`config.mk`:
```
export PLATFORM = sky130hd
export DESIGN_NAME = mem_wb_stage_flat
export DESIGN_NICKNAME = d
export VERILOG_FILES = /design/src/rtl/mem_pkg.sv /design/src/rtl/mem_wb_stage_if.sv /design/src/rtl/mem_wb_stage_sram_controller.sv /design/src/rtl/mem_wb_stage.sv /design/src/flat_wrapper.sv
export SDC_FILE = /design/constraint.sdc
export NUM_CORES = 1
export LEC_CHECK = 0
export BUFFER_PORTS_ARGS = -buffer_cell sky130_fd_sc_hd__buf_2
export CAP_MARGIN = 20
export CORE_ASPECT_RATIO = 2
export CORE_MARGIN = 5
export CORE_UTILIZATION = 40
export CTS_BUF_LIST = sky130_fd_sc_hd__clkbuf_4
export CTS_CLUSTER_DIAMETER = 80
export DETAILED_ROUTE_END_ITERATION = 12
export HOLD_SLACK_MARGIN = 0.12
export PLACE_DENSITY = 0.72
export SLEW_MARGIN = 15
export SYNTH_ARGS = -nofsm -noshare
export SYNTH_HDL_FRONTEND = slang
export SYNTH_SLANG_ARGS = --single-unit
```
`constraint.sdc`:
```
create_clock -name clk -period 2.6 [get_ports clk]
set_input_delay 0.52 -clock clk [delete_from_list [all_inputs] [get_ports clk]]
set_output_delay 0.52 -clock clk [all_outputs]
set_load 0.01 [all_outputs]
```
`src/rtl/mem_pkg.sv`:
```
// mem_pkg: shared types and constants for the MEM/WB stage and its SRAM
// controller.
//   mem_state_e   : half-word access sequencer states
//   BASE_ADDR_DEF : byte address that maps to SRAM word 0
//   SRAM_DW       : SRAM data bus width
//   CNT_W         : wait-cycle counter width (WAIT_CYCLES up to 15)
package mem_pkg;

    typedef enum logic [1:0] {
        IDLE = 2'd0,
        LO   = 2'd1,
        HI   = 2'd2,
        DONE = 2'd3
    } mem_state_e;

    localparam logic [31:0] BASE_ADDR_DEF = 32'd1024;
    localparam int          SRAM_DW       = 16;
    localparam int          CNT_W         = 4;

    // Half-word SRAM address for a word index; hi selects the upper half.
    function automatic logic [31:0] half_addr(input logic [31:0] word, input logic hi);
        return {word[30:0], hi};
    endfunction

endpackage

```
`src/rtl/mem_wb_stage_if.sv`:
```
// mem_wb_stage_if: external 16-bit SRAM bus.
//   master : driven by the memory stage (address, write data, strobes),
//            receives read data
//   slave  : the SRAM device side
// Strobes are active-low.
interface mem_wb_stage_if #(
    parameter int ADDR_W = 18
);
    import mem_pkg::*;

    logic [ADDR_W-1:0]  sram_addr;
    logic [SRAM_DW-1:0] sram_wdata;
    logic [SRAM_DW-1:0] sram_rdata;
    logic               sram_we_n;
    logic               sram_oe_n;

    modport master (
        output sram_addr,
        output sram_wdata,
        output sram_we_n,
        output sram_oe_n,
        input  sram_rdata
    );

    modport slave (
        input  sram_addr,
        input  sram_wdata,
        input  sram_we_n,
        input  sram_oe_n,
        output sram_rdata
    );

endinterface

```
`src/rtl/mem_wb_stage_sram_controller.sv`:
```
// sram_controller: splits one 32-bit LDR/STR into two half-word SRAM
// accesses (low half first), each held for WAIT_CYCLES cycles.
//   clk, rst      : clock, synchronous active-high reset
//   req_i         : memory request (load or store)
//   load_i        : request is a load (wins over a simultaneous store)
//   alu_result_i  : byte address from EXE
//   st_val_i      : store data
//   bus           : SRAM bus (master side), all outputs registered
//   state_o       : sequencer state, used upstream for the stall signal
//   rd_word_o     : assembled 32-bit read word
// WAIT_CYCLES legal range is 1..15.
module sram_controller
    import mem_pkg::*;
#(
    parameter logic [31:0] BASE_ADDR   = BASE_ADDR_DEF,
    parameter int          ADDR_W      = 18,
    parameter int          WAIT_CYCLES = 2
) (
    input  logic                  clk,
    input  logic                  rst,
    input  logic                  req_i,
    input  logic                  load_i,
    input  logic [31:0]           alu_result_i,
    input  logic [31:0]           st_val_i,
    mem_wb_stage_if.master        bus,
    output mem_state_e            state_o,
    output logic [31:0]           rd_word_o
);

    logic [31:0]       off;
    logic [ADDR_W-2:0] word;
    logic [31:0]       word_ext;
    logic              last_cnt;

    mem_state_e         state_q;
    logic [CNT_W-1:0]   cnt_q;
    logic               we_n_q;
    logic               oe_n_q;
    logic [ADDR_W-1:0]  addr_q;
    logic [SRAM_DW-1:0] wdata_q;
    logic [31:0]        rd_q;

    // Wrap-around offset from the SRAM window base; byte lane bits dropped.
    assign off      = alu_result_i - BASE_ADDR;
    assign word     = off[ADDR_W:2];
    assign word_ext = 32'(word);
    assign last_cnt = (cnt_q == CNT_W'(WAIT_CYCLES - 1));

    logic unused_off_bits;
    assign unused_off_bits = ^{off[31:ADDR_W+1], off[1:0]};

    // Strobes, address and write data are set on the edge that enters
    // LO/HI so they are valid for the whole access window. Inputs are
    // frozen upstream while the access runs, so they can be sampled in
    // any state.
    always_ff @(posedge clk) begin
        if (rst) begin
            state_q <= IDLE;
            cnt_q   <= '0;
            we_n_q  <= 1'b1;
            oe_n_q  <= 1'b1;
            addr_q  <= '0;
            wdata_q <= '0;
            rd_q    <= '0;
        end else begin
            case (state_q)
                IDLE: begin
                    if (req_i) begin
                        state_q <= LO;
                        cnt_q   <= '0;
                        we_n_q  <= load_i;
                        oe_n_q  <= !load_i;
                        addr_q  <= ADDR_W'(half_addr(word_ext, 1'b0));
                        wdata_q <= st_val_i[15:0];
                    end
                end
                LO: begin
                    if (last_cnt) begin
                        state_q     <= HI;
                        cnt_q       <= '0;
                        rd_q[15:0]  <= bus.sram_rdata;
                        addr_q      <= ADDR_W'(half_addr(word_ext, 1'b1));
                        wdata_q     <= st_val_i[31:16];
                    end else begin
                        cnt_q <= cnt_q + CNT_W'(1);
                    end
                end
                HI: begin
                    if (last_cnt) begin
                        state_q     <= DONE;
                        cnt_q       <= '0;
                        rd_q[31:16] <= bus.sram_rdata;
                        we_n_q      <= 1'b1;
                        oe_n_q      <= 1'b1;
                    end else begin
                        cnt_q <= cnt_q + CNT_W'(1);
                    end
                end
                DONE: begin
                    state_q <= IDLE;
                end
                default: begin
                    state_q <= IDLE;
                end
            endcase
        end
    end

    assign bus.sram_addr  = addr_q;
    assign bus.sram_wdata = wdata_q;
    assign bus.sram_we_n  = we_n_q;
    assign bus.sram_oe_n  = oe_n_q;
    assign state_o        = state_q;
    assign rd_word_o      = rd_q;

endmodule

```
`src/rtl/mem_wb_stage.sv`:
```
// mem_wb_stage: memory stage plus MEM/WB pipeline register.
//   clk, rst                 : clock, synchronous active-high reset
//   mem_r_en, mem_w_en       : load / store request from EXE
//   wb_en_in, dest_in        : register write-back control
//   alu_result               : byte address or ALU result
//   st_val                   : store data
//   ready                    : pipeline may advance this cycle
//   sram                     : SRAM bus (master)
//   Result_WB, Dest_wb,
//   writeBackEn              : registered write-back to the register file
// A memory instruction stalls for 2*WAIT_CYCLES+1 cycles; everything else
// passes with one cycle of latency.
module mem_wb_stage
    import mem_pkg::*;
#(
    parameter logic [31:0] BASE_ADDR   = BASE_ADDR_DEF,
    parameter int          ADDR_W      = 18,
    parameter int          WAIT_CYCLES = 2
) (
    input  logic            clk,
    input  logic            rst,
    input  logic            mem_r_en,
    input  logic            mem_w_en,
    input  logic            wb_en_in,
    input  logic [3:0]      dest_in,
    input  logic [31:0]     alu_result,
    input  logic [31:0]     st_val,
    output logic            ready,
    mem_wb_stage_if.master  sram,
    output logic [31:0]     Result_WB,
    output logic [3:0]      Dest_wb,
    output logic            writeBackEn
);

    logic        req;
    logic        ready_c;
    mem_state_e  state;
    logic [31:0] rd_word;

    logic [31:0] result_q;
    logic [3:0]  dest_q;
    logic        wben_q;

    assign req = mem_r_en | mem_w_en;

    sram_controller #(
        .BASE_ADDR   (BASE_ADDR),
        .ADDR_W      (ADDR_W),
        .WAIT_CYCLES (WAIT_CYCLES)
    ) u_ctrl (
        .clk          (clk),
        .rst          (rst),
        .req_i        (req),
        .load_i       (mem_r_en),
        .alu_result_i (alu_result),
        .st_val_i     (st_val),
        .bus          (sram),
        .state_o      (state),
        .rd_word_o    (rd_word)
    );

    // Low from the request cycle through the last HI cycle. High again in
    // DONE, so the same (still presented) request cannot retrigger.
    assign ready_c = !((state == IDLE) && req) && !((state == LO) || (state == HI));
    assign ready   = ready_c;

    always_ff @(posedge clk) begin
        if (rst) begin
            result_q <= '0;
            dest_q   <= '0;
            wben_q   <= 1'b0;
        end else if (ready_c) begin
            wben_q   <= wb_en_in;
            dest_q   <= dest_in;
            result_q <= mem_r_en ? rd_word : alu_result;
        end else begin
            // Stall bubble: suppress the write, keep the last values.
            wben_q   <= 1'b0;
        end
    end

    assign Result_WB   = result_q;
    assign Dest_wb     = dest_q;
    assign writeBackEn = wben_q;

endmodule
```
`src/flat_wrapper.sv`:
```
// flat-port wrapper written by rule: the top's interface ports become plain ports
module mem_wb_stage_flat import mem_pkg::*;
#(
    parameter logic [31:0] BASE_ADDR   = BASE_ADDR_DEF,
    parameter int          ADDR_W      = 18,
    parameter int          WAIT_CYCLES = 2
)
  (clk, rst, mem_r_en, mem_w_en, wb_en_in, dest_in, alu_result, st_val, ready, Result_WB, Dest_wb, writeBackEn, sram_sram_addr, sram_sram_wdata, sram_sram_we_n, sram_sram_oe_n, sram_sram_rdata);
  mem_wb_stage_if #(.ADDR_W(ADDR_W)) sram_i ();
  input  logic clk;
  input  logic rst;
  input  logic mem_r_en;
  input  logic mem_w_en;
  input  logic wb_en_in;
  input  logic [3:0] dest_in;
  input  logic [31:0] alu_result;
  input  logic [31:0] st_val;
  output logic ready;
  output logic [31:0] Result_WB;
  output logic [3:0] Dest_wb;
  output logic writeBackEn;
  output wire logic [$bits(sram_i.sram_addr)-1:0] sram_sram_addr;
  output wire logic [$bits(sram_i.sram_wdata)-1:0] sram_sram_wdata;
  output wire logic [$bits(sram_i.sram_we_n)-1:0] sram_sram_we_n;
  output wire logic [$bits(sram_i.sram_oe_n)-1:0] sram_sram_oe_n;
  input wire logic [$bits(sram_i.sram_rdata)-1:0] sram_sram_rdata;
  assign sram_sram_addr = sram_i.sram_addr;
  assign sram_sram_wdata = sram_i.sram_wdata;
  assign sram_sram_we_n = sram_i.sram_we_n;
  assign sram_sram_oe_n = sram_i.sram_oe_n;
  assign sram_i.sram_rdata = sram_sram_rdata;
  mem_wb_stage #(.BASE_ADDR(BASE_ADDR), .ADDR_W(ADDR_W), .WAIT_CYCLES(WAIT_CYCLES)) u_core (.clk(clk), .rst(rst), .mem_r_en(mem_r_en), .mem_w_en(mem_w_en), .wb_en_in(wb_en_in), .dest_in(dest_in), .alu_result(alu_result), .st_val(st_val), .ready(ready), .sram(sram_i), .Result_WB(Result_WB), .Dest_wb(Dest_wb), .writeBackEn(writeBackEn));
endmodule
```
# After elaboration in Yosys (flattened, before gate mapping)
# Cells that the tools add are included.
[totals] in_bits=89 register_bits=111
[classes] n_addsub=2 n_eq_ne=7 n_bitwise=2 mux=19 reduce_logical=18
[op_table] op="$mux W18" count=2
[op_table] op="$pmux W18 S2" count=1
[op_table] op="$mux W16" count=2
[op_table] op="$mux W32" count=1
[op_table] op="$pmux W16 S2" count=1
[op_table] op="$sub A19 B11 Y19 const B" count=1
[op_table] op="$reduce_and A3 Y1" count=3
[op_table] op="$mux W4" count=2
[op_table] op="$pmux W2 S4" count=1
[op_table] op="$pmux W4 S2" count=1
[op_table] op="$mux W2" count=3
[op_table] op="$reduce_and A2 Y1" count=3
[op_table] op="$reduce_bool A2 Y1" count=3
[op_table] op="$add A4 B1 Y4 const B" count=1
[op_table] op="$eq A2 B2 Y1 const B" count=2
[op_table] op="$eq A4 B1 Y1 const B" count=1
[op_table] op="$ne A2 B2 Y1 const B" count=2
[op_table] op="$pmux W1 S2" count=2
[op_table] op="$reduce_or A2 Y1" count=2
[op_table] op="$logic_not A1 Y1" count=3
[op_table] op="$mux W1" count=3
[op_table] op="$eq A2 B1 Y1 const B" count=1
[op_table] op="$logic_and A1 B1 Y1" count=2
[op_table] op="$logic_not A2 Y1" count=1
[op_table] op="other kinds (4)" count=4

# Logic depth before layout (Yosys ltp)
# Gate-level depths: netlist of the first run.
[logic_depth] ltp_word=6 depth_mapped=8 depth_no_buf=6

# Modules after synthesis
# A second synthesis of the first run with hierarchy kept.
[hier_totals] hier_cells=556 hier_area_um2=5016.1
[modules_own_cells] module="sram_controller" n_inst=1 cells_each=351 area_per_inst_um2=3089.2
[modules_own_cells] module="mem_wb_stage" n_inst=1 cells_each=205 area_per_inst_um2=1926.8

# Worst setup path after synthesis of the first run
# No wires, ideal clock.
[synth_path] kind="input port to output port" startpoint="input mem_r_en" endpoint="output ready" t_arrival_ns=1.369 required_time_ns=2.080 stages=4 n_path_buf=2 path_slack_ns=0.711 path_cell_list="buf_6 -> o21a_1 -> nor2_1 -> clkbuf_1"
[synth_between] elab_chain_len=4
[synth_rtl] item="from (decl)" line="flat_wrapper.sv:12" text="input logic mem_r_en;"
[synth_rtl] item="$or A1 B1 Y1" line="mem_wb_stage.sv:44" text="assign req = mem_r_en | mem_w_en;"
[synth_rtl] item="$logic_and A1 B1 Y1" line="mem_wb_stage.sv:64" text="assign ready_c = !((state == IDLE) && req) && !((state == LO) || (state == HI));"
[synth_rtl] item="$logic_not A1 Y1" line="mem_wb_stage.sv:64"
[synth_rtl] item="$logic_and A1 B1 Y1" line="mem_wb_stage.sv:64"
[synth_rtl] item="to (decl)" line="flat_wrapper.sv:18" text="output logic ready;"
# No other way between the ends.

# Final worst setup path of the first run
[layout_path] startpoint="register u_core.u_ctrl.state_q[0], in the netlist u_core.u_ctrl.state_o[0]" endpoint="output ready"
[layout_between] elab_chain_len=4 word_cells_on_any_way=8 classes_between="eq/ne: 2; reduce/logical: 6"
[layout_rtl] item="from (decl)" line="mem_wb_stage_sram_controller.sv:35" text="mem_state_e state_q;"
[layout_rtl] item="from (signal assigned)" line="mem_wb_stage_sram_controller.sv:58" text="state_q <= IDLE;"
[layout_rtl] item="from (signal assigned)" line="mem_wb_stage_sram_controller.sv:69" text="state_q <= LO;"
[layout_rtl] item="from (signal assigned)" line="mem_wb_stage_sram_controller.sv:79" text="state_q <= HI;"
[layout_rtl] item="$eq A2 B1 Y1, or another cell as far along" line="mem_wb_stage.sv:64"
[layout_rtl] item="$logic_or A1 B1 Y1 or $logic_and A1 B1 Y1 (tied branches)" line="mem_wb_stage.sv:64"
[layout_rtl] item="$logic_not A1 Y1" line="mem_wb_stage.sv:64"
[layout_rtl] item="$logic_and A1 B1 Y1 (*)" line="mem_wb_stage.sv:64"
# Mark *: on every way between the ends. The rest lies on a longest branch, timed or not.

==> results.sh, run 1 <==
export IMPL_numCtsBuffers=9
export IMPL_synth_edf_count=0
export IMPL_path_cells="inv_1, ha_1, nor2_4, buf_2"
export IMPL_cts_tree="done"
export IMPL_rows=55
export IMPL_fin_crit_sh_pct=88.8
export IMPL_cp_slowest_cell="ha_1"
export IMPL_period_needed_ns=2.31
export IMPL_port_buffers=162
export IMPL_cts_root_buf="clkbuf_4"
export IMPL_slew_violations=0
export IMPL_slew_limit_headroom_pct=61.0
export IMPL_max_clock_freq_ghz=0.433
export IMPL_synthFlopType="dfxtp_1"
export IMPL_via_per_inst=5.16
export IMPL_antenna_found_initial=1
export IMPL_dr_total_vias=4126
export IMPL_ys_warnings_count=0
export IMPL_status="finished clean"
export IMPL_netlist_area_sq_mm=0.00462
export IMPL_syn_nets=605
export IMPL_die_area_sq_mm=0.0139
export IMPL_rsz0062_at_grt="false"
export IMPL_initialDrtViolationCount=175
export IMPL_powerDensity_mw_per_mm2=1100
export IMPL_clk_latency_ns=0.49
export IMPL_skew_ns=0.0215
export IMPL_numClockSinks=111
export IMPL_drt_wl_total_mm=12.9
export IMPL_cts_resized=0
export IMPL_postSynthCellCount=508
export IMPL_cp_required_ns=2.08
export IMPL_core_sq_mm=0.0114
export IMPL_max_cap_viol_count=0
export IMPL_synth_most_common_cell="dfxtp_1"
export IMPL_path_clk_slew_ns=0.19
export IMPL_die_h_microns=162
export IMPL_start_kind="register"
export IMPL_initial_utilization_pct=40.7
export IMPL_placed_cells=783
export IMPL_cp_top_family="adder cells"
export IMPL_ir_worst_vdd_uv=559
export IMPL_fin_setup_tns_ns=0
export IMPL_ant_nets=0
export IMPL_cts_buffer_depth=2
export IMPL_crit_type="reg2out"
export IMPL_instances_no_fill=800
export IMPL_grt_pass1_vias=4072
export IMPL_tightestPinTransition_ns=0.584
export IMPL_synth_top_area_cell="dfxtp_1"
export IMPL_nets=749
export IMPL_io_pins=163
export IMPL_avgSynthCellArea_sq_um=9.10
export IMPL_arrival_ns=1.79
export IMPL_synth_common_cells="111 x dfxtp_1, 76 x nor2_1, 70 x nand2_1, 61 x mux2i_1, 57 x a211oi_1"
export IMPL_dr_pass1_iters=5
export IMPL_p_leak_nw=2.50
export IMPL_drive_above_1_share_pct=29.5
export IMPL_setup_viol=0
export IMPL_overflow=0
export IMPL_syn_to_final_growth_pct=23.1
export IMPL_gp_congestion=0.812
export IMPL_grt_max_degree=62
export IMPL_htreeDepth=3
export IMPL_wire_per_inst_microns=16.2
export IMPL_synthDominantCellAreaShare_pct=48.1
export IMPL_seq_area_frac_synth_pct=48.1
export IMPL_synth_cell_types=37
export IMPL_finalHoldViolCount=0
export IMPL_async_reset_ff_share_pct=0
export IMPL_die_x_microns=86.0
export IMPL_ys_seq_elements=111
export IMPL_synth_area_leaders="dfxtp_1 48%, mux2i_1 13%, a211oi_1 9.3%"
export IMPL_postCtsSetupBuffers=0
export IMPL_drc=0
export IMPL_setup_worst_path_end_class="output port"
export IMPL_grt_util_all_layers_pct=18.1
export IMPL_cp_max_fo=5
export IMPL_cpPeakStageDelay_ns=0.41
export IMPL_ctsHoldBuffers=0
export IMPL_grt_pass1_wl_mm=19.8
export IMPL_worst_path_buf_inv=2
export IMPL_dp_hpwl_mm=9.92
export IMPL_worstHoldPathType="in2reg"
[worst paths after layout]
check                              startpoint                          end  slack [ns]  cells after the start
setup / recovery     u_core.u_ctrl.state_o[0]                        ready        0.29                      4
hold / removal                     dest_in[0]            u_core.Dest_wb[0]        0.25                      3
setup reg to reg     u_core.u_ctrl.state_o[0]       u_core.u_ctrl.cnt_q[3]        0.62                      6
hold reg to reg   u_core.u_ctrl.rd_word_o[14]  u_core.u_ctrl.rd_word_o[14]        0.47                      2
[report_power, final]
group | total [mW] | switching (mW) | internal [mW]
logic | 2.93 | 1.74 | 1.20
clock network | 0.828 | 0.613 | 0.216
registers | 2.50 | 0.275 | 2.23
[sequential cells by signal, indices dropped and copies added, names as in the netlist]
register and count:
u_core.u_ctrl.bus.sram_we_n 1, u_core.writeBackEn 1, u_core.u_ctrl.cnt_q 4, u_core.u_ctrl.bus.sram_addr 18, u_core.Dest_wb 4, u_core.u_ctrl.bus.sram_wdata 16, u_core.u_ctrl.state_o 2, u_core.Result_WB 32
u_core.u_ctrl.bus.sram_oe_n 1, u_core.u_ctrl.rd_word_o 32
[final cells by class]
class                      count  area [sq um]
clock inverter                 7          71.3
clock buffer                   9          67.6
timing repair buffer         173           908
multi-input combinational    350          2210
tap                          142           178
fill                        1096          5670
inverter                       7          26.3
antenna                        1          2.50
sequential                   111          2220
[routing by layer]
layer	vias to the layer above	routed length, microns	part of all wire, %	track usage (%)
li1	2068	-	-	-
met2	157	6630	51	31.9
met1	1862	4800	37	19.0
met5	-	0	0	0
met4	0	703	5.4	12.3
met3	39	792	6.1	3.35
[cells by family after synthesis]
family / share of synthesized area, %
AO/OA/AOI/OAI: 14.8
XOR/XNOR: 1.14
adder cells (fa/ha/maj): 2.17
buffers and inverters: 4.39
flip-flops: 48.1
multiplexers: 13.2
AND/OR/NAND/NOR: 16.2
[worst register-to-register path, cell delays in order, from the launching register on]
cell and delay (ns):
dfxtp_1 0.39, inv_1 0.10, ha_1 0.25, nor3b_4 0.20
or2_1 0.30, or4_1 0.52, a31oi_1 0.16
[through the flow]
step / setup slack [ns] / hold WS, ns / utilization [%] / total power, mW / instance area [sq um]
6_report: 0.291 / 0.249 / 50.1 / 6.26 / 5690
2_1_floorplan: 0.711 / 0.436 / - / 4.49 / 4620
3_5_place_dp: 0.661 / 0.450 / 48.8 / 5.52 / 5550
5_1_grt: 0.191 / 0.227 / 50.1 / 6.75 / 5690
3_3_place_gp: 0.733 / 0.442 / 48.8 / 5.39 / 5550
4_1_cts: 0.258 / 0.216 / 50.1 / 6.34 / 5690
[cells in the final DEF (no fill, tap or decap), types with 2 or more instances in the layout]
cell type / n
buf_2: 161
and2_1: 2
clkbuf_4: 9
clkinv_8: 2
nand2_1: 70
xnor2_1: 4
a21oi_1: 36
inv_1: 7
o21bai_1: 2
nor4b_1: 2
nor2b_1: 2
mux2i_1: 61
nand4bb_1: 2
nor2_1: 75
buf_4: 11
o22ai_1: 2
ha_1: 8
clkinv_4: 3
xor2_1: 2
or3_1: 2
nand3_1: 3
dfxtp_1: 111
nand2b_1: 3
nor3b_1: 2
a211oi_1: 57
No activity file was read; power rests on OpenSTA's default activity.
==> inputs of run 2 (changes only) <==
--- a/config.mk
+++ b/config.mk
@@ -6,15 +6,16 @@
 export NUM_CORES = 1
 export LEC_CHECK = 0
 export BUFFER_PORTS_ARGS = -buffer_cell sky130_fd_sc_hd__buf_2
-export CAP_MARGIN = 20
+export CAP_MARGIN = 40
 export CORE_ASPECT_RATIO = 2
 export CORE_MARGIN = 5
-export CORE_UTILIZATION = 40
+export CORE_UTILIZATION = 35
 export CTS_BUF_LIST = sky130_fd_sc_hd__clkbuf_4
 export CTS_CLUSTER_DIAMETER = 80
 export DETAILED_ROUTE_END_ITERATION = 12
 export HOLD_SLACK_MARGIN = 0.12
-export PLACE_DENSITY = 0.72
+export PLACE_DENSITY = 0.66
+export SKIP_LAST_GASP = 1
 export SLEW_MARGIN = 15
 export SYNTH_ARGS = -nofsm -noshare
 export SYNTH_HDL_FRONTEND = slang
==> results.sh, run 2 (synthesized netlist as in run 1, its figures left out) <==
export IMPL_dr_pass1_iters=4
export IMPL_busiest_layer="met2"
export IMPL_setup_ws_ns=0.409
export IMPL_fin_setup_tns_ns=0
export IMPL_rows=59
export IMPL_fin_total_pwr_mw=6.39
export IMPL_slew_violations=0
export IMPL_placed_cells=793
export IMPL_layout_common_cells="161 x buf_2, 111 x dfxtp_1, 75 x nor2_1, 70 x nand2_1, 61 x mux2i_1"
export IMPL_final_area_sq_mm=0.00572
export IMPL_overflow=0
export IMPL_instances_no_fill=810
export IMPL_cp_required_ns=2.08
export IMPL_nets=749
export IMPL_tightestPinTransition_ns=0.603
export IMPL_use_met3_pct=4.55
export IMPL_status="finished clean"
export IMPL_min_path_cells=3
export IMPL_die_x_microns=91.3
export IMPL_dr_total_vias=4119
export IMPL_clk_latency_ns=0.45
export IMPL_setup_viol=0
export IMPL_seqCellArea_sq_mm=0.00222
export IMPL_grt_max_degree=60
export IMPL_max_cap_viol_count=0
export IMPL_holdCritStartpoint="sram_sram_rdata[5]"
export IMPL_min_to="u_core.u_ctrl.rd_word_o[21]"
export IMPL_holdWs_ns=0.299
export IMPL_postCtsSetupBuffers=0
export IMPL_dp_hpwl_mm=10.1
export IMPL_cp_max_fo=5
export IMPL_r2r_start="u_core.u_ctrl.state_o[0]"
export IMPL_start_kind="register"
export IMPL_die_area_sq_mm=0.0157
export IMPL_drt_wl_total_mm=13.0
export IMPL_gp_congestion=0.861
export IMPL_grtUsageMet1_pct=17.0
export IMPL_drive_above_1_share_pct=29.5
export IMPL_met2_usage_pct=30.2
export IMPL_r2r_worst_path_cells=6
export IMPL_grt_pass1_wl_mm=20.9
export IMPL_cts_root_buf="clkbuf_4"
export IMPL_ant_nets=0
export IMPL_port_buffers=162
export IMPL_powerDensity_mw_per_mm2=1120
export IMPL_core_sq_mm=0.0130
export IMPL_htreeDepth=3
export IMPL_arrival_ns=1.67
export IMPL_via_per_inst=5.09
export IMPL_crit_type="reg2out"
export IMPL_worstHoldPathType="in2reg"
export IMPL_ir_worst_vdd_uv=720
export IMPL_reg2reg_to="u_core.u_ctrl.cnt_q[3]"
export IMPL_wire_per_inst_microns=16.1
export IMPL_mostFrequentLayoutCell="buf_2"
export IMPL_place_ws_ns=0.625
export IMPL_die_h_microns=173
export IMPL_numClockSinks=111
export IMPL_cts_resized=0
export IMPL_setup_worst_path_end_class="output port"
export IMPL_antenna_found_initial=2
export IMPL_ff2ff_setup_slack_ns=0.59
export IMPL_n_fill_cell=1320
export IMPL_multi_input_area_sq_mm=0.00221
export IMPL_max_clock_freq_ghz=0.456
export IMPL_numCtsBuffers=9
export IMPL_cts_buffer_depth=2
export IMPL_p_leak_nw=2.52
export IMPL_ctsHoldBuffers=0
export IMPL_cts_tree="done"
export IMPL_initial_utilization_pct=35.6
export IMPL_syn_to_final_growth_pct=23.8
export IMPL_period_needed_ns=2.19
export IMPL_initialDrtViolationCount=205
export IMPL_grt_util_all_layers_pct=16.3
export IMPL_path_clk_slew_ns=0.16
export IMPL_io_pins=163
export IMPL_fin_crit_sh_pct=84.3
export IMPL_finalHoldViolCount=0
export IMPL_rsz0062_at_grt="false"
export IMPL_skew_ns=0.0135
export IMPL_final_core_util_pct=44.0
export IMPL_drc=0
export IMPL_grt_pass1_vias=4224
export IMPL_slew_limit_headroom_pct=59.8
export IMPL_placed_cell_area_sq_mm=0.00556
-- run 2: changes by cell type in the layout (fill, tap and decap cells not counted) --
cell and change:
clkinvlp_4 -1, clkinv_8 -2, bufinv_16 +2, clkbuf_4 +1
clkinv_2 +2, inv_6 +1, clkinv_4 -3
-- run 2: cell type report --
cell class	count	share of cell area (%)
Sequential cell	111	38.8
Multi-Input combinational cell	350	38.7
Timing Repair Buffer	173	15.9
Tap cell	152	3.32
Clock inverter	6	1.47
Clock buffer	10	1.31
Inverter	7	0.459
Antenna cell	1	0.0437
-- run 2: worst max path at each step --
stage,startpoint,endpoint,slack [ns]
2_1_floorplan,mem_r_en,ready,0.71
3_3_place_gp,alu_result[10],u_core.u_ctrl.bus.sram_addr[17],0.68
3_5_place_dp,alu_result[10],u_core.u_ctrl.bus.sram_addr[17],0.63
4_1_cts,u_core.u_ctrl.state_o[0],ready,0.35
5_1_grt,u_core.u_ctrl.state_o[0],ready,0.26
6_report,u_core.u_ctrl.state_o[0],ready,0.41
-- run 2: layer usage --
layer / part of all wire (%) / wire (microns) / vias to the layer above
met5: 0.10 / 13 / -
met4: 1.8 / 238 / 2
met3: 6.3 / 823 / 20
met2: 55 / 7170 / 124
met1: 37 / 4800 / 1922
li1: - / - / 2051
-- run 2: worst max-delay path, cell delays in order, from the launching register on --
cell and delay, ns:
dfxtp_1 0.41, inv_1 0.11, ha_1 0.39, nor2_4 0.15, buf_2 0.16
-- run 2: where the power goes --
part           leakage, nW  switching, mW  internal [mW]
sequential           0.911          0.275           2.23
combinational         1.52           1.74           1.21
clock               0.0905          0.546          0.401
total                 2.52           2.56           3.83
==> inputs of run 3 (changes only) <==
--- a/config.mk
+++ b/config.mk
@@ -5,6 +5,7 @@
 export SDC_FILE = /design/constraint.sdc
 export NUM_CORES = 1
 export LEC_CHECK = 0
+export ABC_AREA = 1
 export BUFFER_PORTS_ARGS = -buffer_cell sky130_fd_sc_hd__buf_2
 export CAP_MARGIN = 40
 export CORE_ASPECT_RATIO = 2
@@ -14,7 +15,7 @@
 export CTS_CLUSTER_DIAMETER = 80
 export DETAILED_ROUTE_END_ITERATION = 12
 export HOLD_SLACK_MARGIN = 0.12
-export PLACE_DENSITY = 0.66
+export PLACE_DENSITY = 0.67
 export SKIP_LAST_GASP = 1
 export SLEW_MARGIN = 15
 export SYNTH_ARGS = -nofsm -noshare
==> constraint.sdc (replaced) <==
create_clock -name clk -period 1.8 [get_ports clk]
set_input_delay 0.36 -clock clk [delete_from_list [all_inputs] [get_ports clk]]
set_output_delay 0.36 -clock clk [all_outputs]
set_load 0.01 [all_outputs]
==> results.sh, run 3 <==
export IMPL_path_cells="inv_2, ha_4, buf_6, inv_4, o21ai_4, inv_4, buf_6"
export IMPL_via_per_inst=4.57
export IMPL_wire_per_inst_microns=13.7
export IMPL_drc=0
export IMPL_dp_hpwl_mm=11.0
export IMPL_gp_congestion=0.846
export IMPL_path_clk_slew_ns=0.18
export IMPL_rsz0062_at_grt="true"
export IMPL_crit_type="reg2out"
export IMPL_dr_pass1_iters=5
export IMPL_grt_util_all_layers_pct=17.5
export IMPL_mostFrequentLayoutCell="nor2_1"
export IMPL_clk_latency_ns=0.48
export IMPL_die_area_sq_mm=0.0166
export IMPL_grt_pass1_wl_mm=22.4
export IMPL_rows=61
export IMPL_drive_above_1_share_pct=26.7
export IMPL_syn_to_final_growth_pct=30.9
export IMPL_ant_nets=0
export IMPL_syn_nets=808
export IMPL_powerDensity_mw_per_mm2=1720
export IMPL_multi_input_area_sq_mm=0.00232
export IMPL_cpPeakStageDelay_ns=0.36
export IMPL_overflow=0
export IMPL_ir_worst_vdd_uv=586
export IMPL_tightestPinTransition_ns=0.381
export IMPL_synth_most_common_cell="nor2_1"
export IMPL_fin_crit_sh_pct=103
export IMPL_cts_tree="done"
export IMPL_period_needed_ns=1.86
export IMPL_status="finished, violations left"
export IMPL_io_pins=163
export IMPL_max_clock_freq_ghz=0.538
export IMPL_avgSynthCellArea_sq_um=6.86
export IMPL_seq_area_frac_synth_pct=45.5
export IMPL_finalHoldViolCount=0
export IMPL_ys_seq_elements=111
export IMPL_grt_max_degree=53
export IMPL_die_x_microns=93.5
export IMPL_violations="negative setup slack"
export IMPL_antenna_found_initial=5
export IMPL_cp_max_fo=2
export IMPL_slew_violations=0
export IMPL_n_fill_cell=1478
export IMPL_cts_root_buf="clkbuf_4"
export IMPL_numClockSinks=111
export IMPL_ys_warnings_count=0
export IMPL_netlist_area_sq_mm=0.00488
export IMPL_dr_total_vias=4958
export IMPL_ff2ff_setup_slack_ns=0.11
export IMPL_cp_top_family="buffers and inverters"
export IMPL_postSynthCellCount=711
export IMPL_initialDrtViolationCount=203
export IMPL_worstHoldPathType="in2reg"
export IMPL_place_ws_ns=-0.0264
export IMPL_skew_ns=0.0208
export IMPL_layout_common_cells="188 x nor2_1, 161 x buf_2, 151 x nand2_1, 109 x dfxtp_1, 90 x o21ai_0"
export IMPL_seqCellArea_sq_mm=0.00222
export IMPL_drt_wl_total_mm=14.9
export IMPL_setup_ws_ns=-0.0602
export IMPL_synth_top_area_cell="dfxtp_1"
export IMPL_synthFlopType="dfxtp_1"
export IMPL_synth_cell_types=25
export IMPL_grt_pass1_vias=4571
export IMPL_synth_edf_count=0
export IMPL_synth_common_cells="190 x nor2_1, 153 x nand2_1, 111 x dfxtp_1, 99 x o21ai_0, 37 x inv_1"
export IMPL_synthDominantCellAreaShare_pct=45.5
export IMPL_port_buffers=162
export IMPL_setup_worst_path_end_class="output port"
export IMPL_core_sq_mm=0.0138
export IMPL_die_h_microns=177
export IMPL_p_leak_nw=3.16
export IMPL_async_reset_ff_share_pct=0
export IMPL_slew_limit_headroom_pct=74.6
export IMPL_start_kind="register"
export IMPL_max_cap_viol_count=0
export IMPL_cp_slowest_cell="dfxtp_2"
export IMPL_initial_utilization_pct=35.3
export IMPL_synth_area_leaders="dfxtp_1 46%, nor2_1 15%, nand2_1 12%"
export IMPL_worst_path_buf_inv=5
export IMPL_arrival_ns=1.50
export IMPL_htreeDepth=3
export IMPL_holdWs_ns=0.137
export IMPL_nets=984
export IMPL_numCtsBuffers=9
export IMPL_cts_buffer_depth=2
export IMPL_setup_viol=1
export IMPL_cp_required_ns=1.44
## run 3: cell count changes in the layout (fill, tap and decap cells not counted), sizes merged, moves of 15 or more
cell    delta
nor2     +118
o21ai    +116
nand2     +86
mux2i     -61
a211oi    -57
inv       +38
buf       +21
a21oi     -15
## run 3: path summary, 6_finish.rpt
path	to	cells after the start	start
worst min-delay path	u_core.u_ctrl.rd_word_o[4]	3	sram_sram_rdata[4]
worst min register to register	u_core.u_ctrl.rd_word_o[21]	2	u_core.u_ctrl.rd_word_o[21]
worst max register to register	u_core.u_ctrl.rd_word_o[8]	10	u_core.u_ctrl.state_o[1]
worst max-delay path	ready	7	u_core.u_ctrl.state_o[0]
## run 3: worst reg2reg max path: cells and delay by family, from the launching register on
kind | cells | cell delay (ns)
adder cells (fa/ha/maj) | 1 | 0.16
buffers and inverters | 6 | 0.61
flip-flops | 1 | 0.36
AND/OR/NAND/NOR | 3 | 0.48
## run 3: timing repair
item,CTS,global route
resized for setup,10,28
hold buffers,8,1
setup buffers,4,5
setup endpoints to repair,2,51
gates cloned,0,2
hold endpoints to repair,8,1
pin swaps,2,3
## run 3: power breakdown
part	switching, mW	internal [mW]	leakage [nW]
registers	0.423	3.37	0.913
logic	3.40	2.33	2.15
clock network	0.857	0.588	0.0891
## run 3: cell type report
class	instances	area share, %
well taps	189	3.70
clock inverters	6	1.41
flip-flops and latches	111	34.8
repair buffers	204	19.7
diodes	5	0.196
clock buffers	10	1.18
inverters	44	2.70
multi-input cells	517	36.3
## run 3: per-stage QoR
stage	std cells	area, sq um	setup TNS (ns)	total power, mW	util [%]
floorplan	711	4880	0	7.31	-
global placement	1045	5920	0	8.92	42.9
detailed placement	1045	5920	-0.0264	8.99	42.9
CTS	1073	6230	-0.288	10.6	45.1
global route	1086	6390	-0.125	11.9	46.2
finish	1086	6390	-0.0602	11.0	46.2
## run 3: cells by family (layout without fill, tap and decap cells)
group,count (synthesis),count (layout),synth area share [%]
adder cells (fa/ha/maj),8,8,2.05
AO/OA/AOI/OAI,138,138,14.2
XOR/XNOR,3,3,0.538
AND/OR/NAND/NOR,368,368,29.4
flip-flops,111,111,45.5
other,0,5,0
buffers and inverters,83,264,8.28
## run 3: routing by layer
metal  part of all wire (%)  wire length [microns]  GRT usage (%)
met4                    4.2                    629           9.11
met5                      0                      0              0
met1                     36                   5360           17.9
met3                    5.1                    759           3.57
met2                     55                   8160           32.4
